--- src/rtl/banco_registros_param_if.sv ---
// banco_registros_param_if
//   Bus bundle for the parametrised register bank: write port, two read
//   addresses, bulk-clear request and the returned read data / status.
//   master : drives Entrada, HabilitarEscritura, DireccionEscritura,
//            DireccionA, DireccionB, Limpiar; observes SalidaA, SalidaB,
//            Ocupado, EscrituraIgnorada.
//   slave  : the register bank side (mirror of master).
interface banco_registros_param_if #(
   parameter int ANCHO     = 16,
   parameter int ANCHO_DIR = 3
);
   logic [ANCHO-1:0]     Entrada;
   logic                 HabilitarEscritura;
   logic [ANCHO_DIR-1:0] DireccionEscritura;
   logic [ANCHO_DIR-1:0] DireccionA;
   logic [ANCHO_DIR-1:0] DireccionB;
   logic                 Limpiar;
   logic [ANCHO-1:0]     SalidaA;
   logic [ANCHO-1:0]     SalidaB;
   logic                 Ocupado;
   logic                 EscrituraIgnorada;

   modport master (
      output Entrada, HabilitarEscritura, DireccionEscritura,
             DireccionA, DireccionB, Limpiar,
      input  SalidaA, SalidaB, Ocupado, EscrituraIgnorada
   );

   modport slave (
      input  Entrada, HabilitarEscritura, DireccionEscritura,
             DireccionA, DireccionB, Limpiar,
      output SalidaA, SalidaB, Ocupado, EscrituraIgnorada
   );
endinterface

--- src/rtl/banco_registros_param.sv ---
// banco_registros_param
//   Parametrised register file: two combinational read ports, one
//   synchronous write port with write-to-read bypass, asynchronous
//   active-low reset of contents, and a sequential bulk-clear engine
//   (one entry per clock, ascending) with a busy flag.
//   Ports:
//     Reloj     - clock, all state changes on the rising edge
//     Reiniciar - asynchronous active-low reset
//     bus       - banco_registros_param_if.slave (write/read/clear bus)
//   Optional build macro BANCO_R0_CERO_EN: entry 0 reads as zero, writes
//   to it are dropped silently and it never bypasses.
module banco_registros_param #(
   parameter int ANCHO       = 16,
   parameter int PROFUNDIDAD = 8,
   parameter int ANCHO_DIR   = 3
) (
   input logic                     Reloj,
   input logic                     Reiniciar,
   banco_registros_param_if.slave  bus
);

`ifdef BANCO_R0_CERO_EN
   localparam bit R0_CERO = 1'b1;
`else
   localparam bit R0_CERO = 1'b0;
`endif

   localparam logic [ANCHO_DIR:0] LIMITE = (ANCHO_DIR+1)'(PROFUNDIDAD);
   localparam logic [ANCHO_DIR:0] ULTIMO = (ANCHO_DIR+1)'(PROFUNDIDAD-1);

   typedef enum logic {REPOSO, LIMPIANDO} estado_t;

   estado_t              estado, estadoSig;
   logic [ANCHO_DIR:0]   indice;
   logic [ANCHO-1:0]     memoria [PROFUNDIDAD];
   logic                 escrituraIgnoradaQ;

   logic                 direccionEscribible;
   logic                 escrituraAceptada;
   logic                 escrituraDescartada;
   logic [PROFUNDIDAD-1:0] escribirEntrada;
   logic [PROFUNDIDAD-1:0] limpiarEntrada;
   logic [ANCHO-1:0]     valorA, valorB;

   // A write targets a real, writable entry (in range, and not a
   // hardwired entry 0); anything else is dropped without a pulse.
   always_comb begin
      direccionEscribible = ({1'b0, bus.DireccionEscritura} < LIMITE) &&
                            !(R0_CERO && (bus.DireccionEscritura == '0));
      escrituraAceptada   = bus.HabilitarEscritura && direccionEscribible &&
                            (estado == REPOSO);
      escrituraDescartada = bus.HabilitarEscritura && direccionEscribible &&
                            (estado == LIMPIANDO);
   end

   always_comb begin
      escribirEntrada = '0;
      limpiarEntrada  = '0;
      for (int unsigned i = 0; i < PROFUNDIDAD; i++) begin
         escribirEntrada[i] = escrituraAceptada &&
                              (bus.DireccionEscritura == i[ANCHO_DIR-1:0]);
         limpiarEntrada[i]  = (estado == LIMPIANDO) &&
                              (indice == (ANCHO_DIR+1)'(i));
      end
   end

   // FSM state register
   always_ff @(posedge Reloj or negedge Reiniciar) begin
      if (!Reiniciar) begin
         estado <= REPOSO;
      end else begin
         estado <= estadoSig;
      end
   end

   // FSM next state
   always_comb begin
      estadoSig = estado;
      case (estado)
         REPOSO: begin
            if (bus.Limpiar) estadoSig = LIMPIANDO;
         end
         LIMPIANDO: begin
            if (indice == ULTIMO) estadoSig = REPOSO;
         end
         default: estadoSig = REPOSO;
      endcase
   end

   // Sweep index: held at 0 while idle so the sweep always starts at entry 0.
   always_ff @(posedge Reloj or negedge Reiniciar) begin
      if (!Reiniciar) begin
         indice <= '0;
      end else if (estado == LIMPIANDO) begin
         indice <= indice + 1'b1;
      end else begin
         indice <= '0;
      end
   end

   always_ff @(posedge Reloj or negedge Reiniciar) begin
      if (!Reiniciar) begin
         escrituraIgnoradaQ <= 1'b0;
      end else begin
         escrituraIgnoradaQ <= escrituraDescartada;
      end
   end

   always_ff @(posedge Reloj or negedge Reiniciar) begin
      if (!Reiniciar) begin
         for (int unsigned i = 0; i < PROFUNDIDAD; i++) memoria[i] <= '0;
      end else begin
         for (int unsigned i = 0; i < PROFUNDIDAD; i++) begin
            if (limpiarEntrada[i]) begin
               memoria[i] <= '0;
            end else if (escribirEntrada[i]) begin
               memoria[i] <= bus.Entrada;
            end
         end
      end
   end

   // Reads: out-of-range addresses match no entry and fall through to 0.
   always_comb begin
      valorA = '0;
      for (int unsigned i = 0; i < PROFUNDIDAD; i++) begin
         if (bus.DireccionA == i[ANCHO_DIR-1:0]) valorA = memoria[i];
      end
      if (escrituraAceptada && (bus.DireccionA == bus.DireccionEscritura)) begin
         valorA = bus.Entrada;
      end
      if (R0_CERO && (bus.DireccionA == '0)) valorA = '0;
   end

   always_comb begin
      valorB = '0;
      for (int unsigned i = 0; i < PROFUNDIDAD; i++) begin
         if (bus.DireccionB == i[ANCHO_DIR-1:0]) valorB = memoria[i];
      end
      if (escrituraAceptada && (bus.DireccionB == bus.DireccionEscritura)) begin
         valorB = bus.Entrada;
      end
      if (R0_CERO && (bus.DireccionB == '0)) valorB = '0;
   end

   assign bus.SalidaA           = valorA;
   assign bus.SalidaB           = valorB;
   assign bus.Ocupado           = (estado == LIMPIANDO);
   assign bus.EscrituraIgnorada = escrituraIgnoradaQ;

endmodule

--- src/flat_wrapper.sv ---
// flat-port wrapper written by rule: the top's interface ports become plain ports
module banco_registros_param_flat 
#(
   parameter int ANCHO       = 16,
   parameter int PROFUNDIDAD = 8,
   parameter int ANCHO_DIR   = 3
)
  (Reloj, Reiniciar, bus_Entrada, bus_HabilitarEscritura, bus_DireccionEscritura, bus_DireccionA, bus_DireccionB, bus_Limpiar, bus_SalidaA, bus_SalidaB, bus_Ocupado, bus_EscrituraIgnorada);
  banco_registros_param_if #(.ANCHO(ANCHO), .ANCHO_DIR(ANCHO_DIR)) bus_i ();
  input logic Reloj;
  input logic Reiniciar;
  input wire logic [$bits(bus_i.Entrada)-1:0] bus_Entrada;
  input wire logic [$bits(bus_i.HabilitarEscritura)-1:0] bus_HabilitarEscritura;
  input wire logic [$bits(bus_i.DireccionEscritura)-1:0] bus_DireccionEscritura;
  input wire logic [$bits(bus_i.DireccionA)-1:0] bus_DireccionA;
  input wire logic [$bits(bus_i.DireccionB)-1:0] bus_DireccionB;
  input wire logic [$bits(bus_i.Limpiar)-1:0] bus_Limpiar;
  output wire logic [$bits(bus_i.SalidaA)-1:0] bus_SalidaA;
  output wire logic [$bits(bus_i.SalidaB)-1:0] bus_SalidaB;
  output wire logic [$bits(bus_i.Ocupado)-1:0] bus_Ocupado;
  output wire logic [$bits(bus_i.EscrituraIgnorada)-1:0] bus_EscrituraIgnorada;
  assign bus_i.Entrada = bus_Entrada;
  assign bus_i.HabilitarEscritura = bus_HabilitarEscritura;
  assign bus_i.DireccionEscritura = bus_DireccionEscritura;
  assign bus_i.DireccionA = bus_DireccionA;
  assign bus_i.DireccionB = bus_DireccionB;
  assign bus_i.Limpiar = bus_Limpiar;
  assign bus_SalidaA = bus_i.SalidaA;
  assign bus_SalidaB = bus_i.SalidaB;
  assign bus_Ocupado = bus_i.Ocupado;
  assign bus_EscrituraIgnorada = bus_i.EscrituraIgnorada;
  banco_registros_param #(.ANCHO(ANCHO), .PROFUNDIDAD(PROFUNDIDAD), .ANCHO_DIR(ANCHO_DIR)) u_core (.Reloj(Reloj), .Reiniciar(Reiniciar), .bus(bus_i));
endmodule
--- config.mk ---
export PLATFORM = sky130hd
export DESIGN_NAME = banco_registros_param_flat
export DESIGN_NICKNAME = d
export VERILOG_FILES = /design/src/rtl/banco_registros_param_if.sv /design/src/rtl/banco_registros_param.sv /design/src/flat_wrapper.sv
export SDC_FILE = /design/constraint.sdc
export NUM_CORES = 1
export LEC_CHECK = 0
export ABC_AREA = 1
export CAP_MARGIN = 10
export CORE_UTILIZATION = 40
export DETAILED_ROUTE_END_ITERATION = 16
export SLEW_MARGIN = 20
export SYNTH_ARGS = -nofsm -noshare
export SYNTH_HDL_FRONTEND = slang
export SYNTH_SLANG_ARGS = --single-unit
--- constraint.sdc ---
create_clock -name Reloj -period 3.2 [get_ports Reloj]
set_input_delay 0.96 -clock Reloj [delete_from_list [all_inputs] [get_ports Reloj]]
set_output_delay 0.96 -clock Reloj [all_outputs]
set_load 0.01 [all_outputs]
# Word level (Yosys, flattened, before mapping)
# Cells that the tools add are included.
[totals]
reg_bits = 134
in_bits = 29
out_inout_bits = 34
elab_cells = 113
[classes]
n_addsub = 1
eq_ne = 30
muxes = 38
bitwise = 1
reduce_logical = 32
[ops]
columns = ["operator", "n"]
rows = [
  ["$mux 16", 34],
  ["$eq 3x3->1 const B", 12],
  ["$logic_and 1x1->1", 20],
  ["$eq 3x2->1 const B", 6],
  ["$eq 4x3->1 const B", 4],
  ["$reduce_bool 2->1", 8],
  ["$eq 3x1->1 const B", 3],
  ["$logic_not 3->1", 3],
  ["$eq 4x2->1 const B", 2],
  ["$eq 3x3->1", 2],
  ["$add 4x1->4 const B", 1],
  ["$eq 4x1->1 const B", 1],
  ["$logic_not 4->1", 1],
  ["$mux 4", 1],
  ["$mux 1", 2],
  ["$pmux 1 s2", 1],
  ["$not 1->1", 1],
]

# Depth between registers and ports, before layout
[logic_depth]
ltp_word = 10
ltp_mapped = 10
mapped_depth_nobuf = 9

# Worst setup path after synthesis
# Ideal clock, no wire load.
[synth_path]
kind = "in2out"
start = "input port bus_DireccionB[0]"
end = "output port bus_SalidaB[0]"
arrival_time_ps = 2030
required_time_ps = 2240
setup_slack_ps = 210
cell_stages = 9
n_path_buf = 2
path_cell_list = "buf_6 > inv_2 > o22ai_1 > nor2_1 > nand2_2 > inv_2 > buf_4 > nor2_1 > a21oi_1"
[synth_via]
elab_chain_len = 10
word_cells_on_any_way = 19
classes_between = "eq/ne: 8; mux: 9; reduce/logical: 2"
[synth_rtl]
columns = ["item", "line", "source"]
rows = [
  ["start, declared", "flat_wrapper.sv:16", "input wire logic [$bits(bus_i.DireccionB)-1:0] bus_DireccionB;"],
  ["$logic_not 3->1", "banco_registros_param.sv:138", "if (bus.DireccionB == i[ANCHO_DIR-1:0]) valorB = memoria[i];"],
  ["$mux 16 (8 in a row)", "banco_registros_param.sv:138", ""],
  ["$mux 16 (*)", "banco_registros_param.sv:140", "if (escrituraAceptada && (bus.DireccionB == bus.DireccionEscritura)) begin"],
  ["end, declared", "flat_wrapper.sv:19", "output wire logic [$bits(bus_i.SalidaB)-1:0] bus_SalidaB;"],
]
# Every way passes the cells marked *; elsewhere a longest branch is shown, timed or not.

# Final worst setup path
[layout_path]
start = "input port bus_DireccionB[0]"
end = "output port bus_SalidaB[4]"
# Same word-level chain as after synthesis.

==> impl_metrics.toml <==
[status]
status = "finished, violations left"
violations = "negative setup slack"

[clock_network]
root_buffer = "clkbuf_16"
htreeDepth = 4
cts_tree = "done"
ctsHoldBuffers = 0
clkTransAtPathRegs_ns = 0.06
numCtsBuffers = 17
insertion_delay_ns = 0.43
cts.sinks = 134
cts_buffer_depth = 2

[critical_path]
crit_arrival_ns = 2.24
critical_path_depth = 13
rrSetupSlack_ns = 1.15
critPathLaunchType = "input port"
r2r-end = "u_core.memoria[111]$_DFFE_PN0P_"
critPathRequiredTime_ns = 2.24
ff2ff_path_depth = 4
reg2reg_from = "u_core.indice[2]$_DFF_PN0_"
critPathSlowestCell = "o22ai_4"
cp-end-kind = "primary output"
crit_start = "bus_DireccionB[0]"
crit_type = "input port to primary output"
endpoint = "bus_SalidaB[4]"
cp_top_family = "buffers and inverters"
critPathMaxFanout = 6
crit_buf_inv = 7
cpPeakStageDelay_ns = 0.19
crit_chain = "buf_8 > buf_8 > o22ai_4 > nor2_4 > nand2_4 > inv_4 > buf_12 > buf_6 > buf_6 > a21oi_2 > nand2_1 > nand2_1 > buf_2"

[pwr]
p_switching_mw = 2.50
clock_power_share = 0.315
p_total_mw = 6.85
p_per_area_nw_per_um2 = 659
p_comb_frac = 0.305
switching_share = 0.365
power.leakage_nw = 4.87
seqPwrFrac = 0.380
irDropWorstVdd_v = 0.000502
p_int_mw = 4.35

[grt]
grt_pass1_wl_mm = 45.6
grt_pass1_vias = 8043
grt_start_max_net_pins = 50
antenna_found_initial = 0
grt-ovfl-total = 0
globalRouteTotalUtil = 0.309

[sta]
holdWs_ns = 0.461
fin_ws_ns = -0.00342
slew_viol_final = 0
slew-limit-headroom = 0.293
setup_violations = 1
fmax_mhz = 312
clock_skew_ns = 0.00845
final.period_utilization = 1.00
rsz0062_at_grt = "true"
hold_viol = 0
min_period_ns = 3.20
worst_pin_slew_ns = 1.06

[routing]
wl_per_cell_um = 20.4
ant_nets = 0
detail_route.iter0.violations = 837
drc = 0
vias = 8385
viasPerCell = 5.81
drt_pass1_iterations = 9
drt_wl_total_mm = 29.5

[placed_design]
gp_congestion = 0.922
place_hpwl_mm = 19.7
io_buffers = 62

[synthesis]
ys_ff_latch = 134
netlist_area_um2 = 7650
yosys.area.top_type_share = 0.438
mappedNetlistNets = 1080
synth_area_leaders = "dfrtp_1, nand2_1, nand3_1, nand4_1, nor2_1"
synth_cell_types = 28
synth-seq-area-share = 0.438
synth.avg_cell_area_um2 = 7.31
yosys_warnings = 0
syn-instance-count = 1047
yosys.area.top_type = "dfrtp_1"

[finish]
n_fill_cell = 1736
n_antenna_cell = 0
syn2layout_area_growth_pct = 35.9
fin_nets = 1229
utilization = 0.556
layout-drive-gt1-share = 0.246

[flow_run]
drv_cap = 0

[floorplanning]
num_io_pins = 63
die_y_um = 140
rows = 50
die_w_um = 140
start_util = 0.409
dieArea_um2 = 19700
core-area_um2 = 18700

[min_path]
hold_path_class = "input port to asynchronous set/reset pin"
==> area by class of cell <==
cell class | instances | area [um^2] | area share
Clock inverter | 13 | 194 | 0.0187
Tap cell | 234 | 293 | 0.0282
Timing Repair Buffer | 191 | 1750 | 0.169
Sequential cell | 134 | 3350 | 0.323
Inverter | 100 | 408 | 0.0392
Clock buffer | 19 | 443 | 0.0426
Multi-Input combinational cell | 750 | 3920 | 0.377
Timing Repair inverter | 2 | 25.0 | 0.00241
==> metal layers <==
layer | wire length (um) | GRT usage | up-vias
met2 | 13300 | 0.489 | 446
met5 | 0 | 0 | -
met3 | 2620 | 0.0639 | 75
li1 | - | - | 3866
met4 | 1020 | 0.128 | 0
met1 | 12500 | 0.413 | 3998
==> layout by cell type (no fill, tap or decap), types with 15 or more instances in the layout <==
master | synthesis | final
o22ai_1 | 51 | 48
nand2_1 | 206 | 197
nand4_1 | 75 | 75
dfrtp_1 | 134 | 134
buf_4 | 6 | 82
nand3_2 | 4 | 15
a21oi_2 | 0 | 19
a21oi_1 | 54 | 34
clkbuf_16 | 0 | 17
inv_1 | 91 | 85
nand3_1 | 146 | 134
clkdlybuf4s50_1 | 0 | 19
buf_6 | 2 | 34
buf_2 | 19 | 36
nor2_1 | 113 | 98
o21ai_0 | 81 | 80
==> stage by stage <==
step	instances	setup WS [ns]	cell area, um^2	setup TNS, ns
6_report	1443	-0.00342	10400	-0.00342
5_1_grt	1443	-0.0638	10400	-0.379
4_1_cts	1443	-0.0117	10200	-0.0271
3_5_place_dp	1384	-1.01	9200	-29.93
3_3_place_gp	1384	-1.05	9200	-30.73
2_1_floorplan	1047	0.210	7650	0
==> Yosys cell counts, drive strengths merged <==
library cell  number
nand2            208
nand3            150
dfrtp            134
nor2             115
inv               99
o21ai             82
nand4             75
a21oi             54
o22ai             51
buf               32
clkbuf            31
nor3               8
ha                 4
clkinv             1
o21a               1
xnor2              1
xor2               1
==> logic make-up (layout without fill, tap and decap cells) <==
kind of cell | count (synthesis) | in the layout | share of synthesized area
buf+inv | 163 | 325 | 0.0883
flops | 134 | 134 | 0.438
xor+xnor | 2 | 2 | 0.00229
fa+ha+maj | 4 | 4 | 0.00654
simple gates | 556 | 556 | 0.333
compound gates | 188 | 188 | 0.132
==> power by group through the flow <==
| stage | clock [mW] | sequential, mW | combinational [mW] |
|---|---|---|---|
| CTS | 2.17 | 2.58 | 2.02 |
| floorplan | 0 | 2.50 | 1.19 |
| detailed placement | 0 | 2.60 | 2.02 |
| global placement | 0 | 2.59 | 2.00 |
| finish | 2.16 | 2.60 | 2.09 |
| global route | 2.24 | 2.66 | 2.30 |
==> worst min-delay path by stage <==
stage                                     startpoint                         endpoint  slack, ns  cells after the start
after floorplan           u_core.indice[0]$_DFF_PN0_       u_core.indice[0]$_DFF_PN0_       0.47                      1
after global placement    u_core.indice[0]$_DFF_PN0_       u_core.indice[0]$_DFF_PN0_       0.51                      1
after detailed placement  u_core.indice[0]$_DFF_PN0_       u_core.indice[0]$_DFF_PN0_       0.52                      1
after CTS                                  Reiniciar  u_core.memoria[109]$_DFFE_PN0P_       0.48                      1
after global routing                       Reiniciar  u_core.memoria[109]$_DFFE_PN0P_       0.50                      1
final                                      Reiniciar  u_core.memoria[109]$_DFFE_PN0P_       0.46                      1
==> sequential cells by signal, indices dropped and copies added (netlist names) <==
signal and count:
u_core.bus.EscrituraIgnorada 1, u_core.bus.Ocupado 1, u_core.memoria 128, u_core.indice 4
==> repair_timing <==
action                     in CTS  in global routing
buffers inserted               22                  3
resized for setup             260                 66
cloned                          7                  1
setup endpoints to repair      32                 31
pin swaps                      36                 33
(Power assumes the default switching activity.)
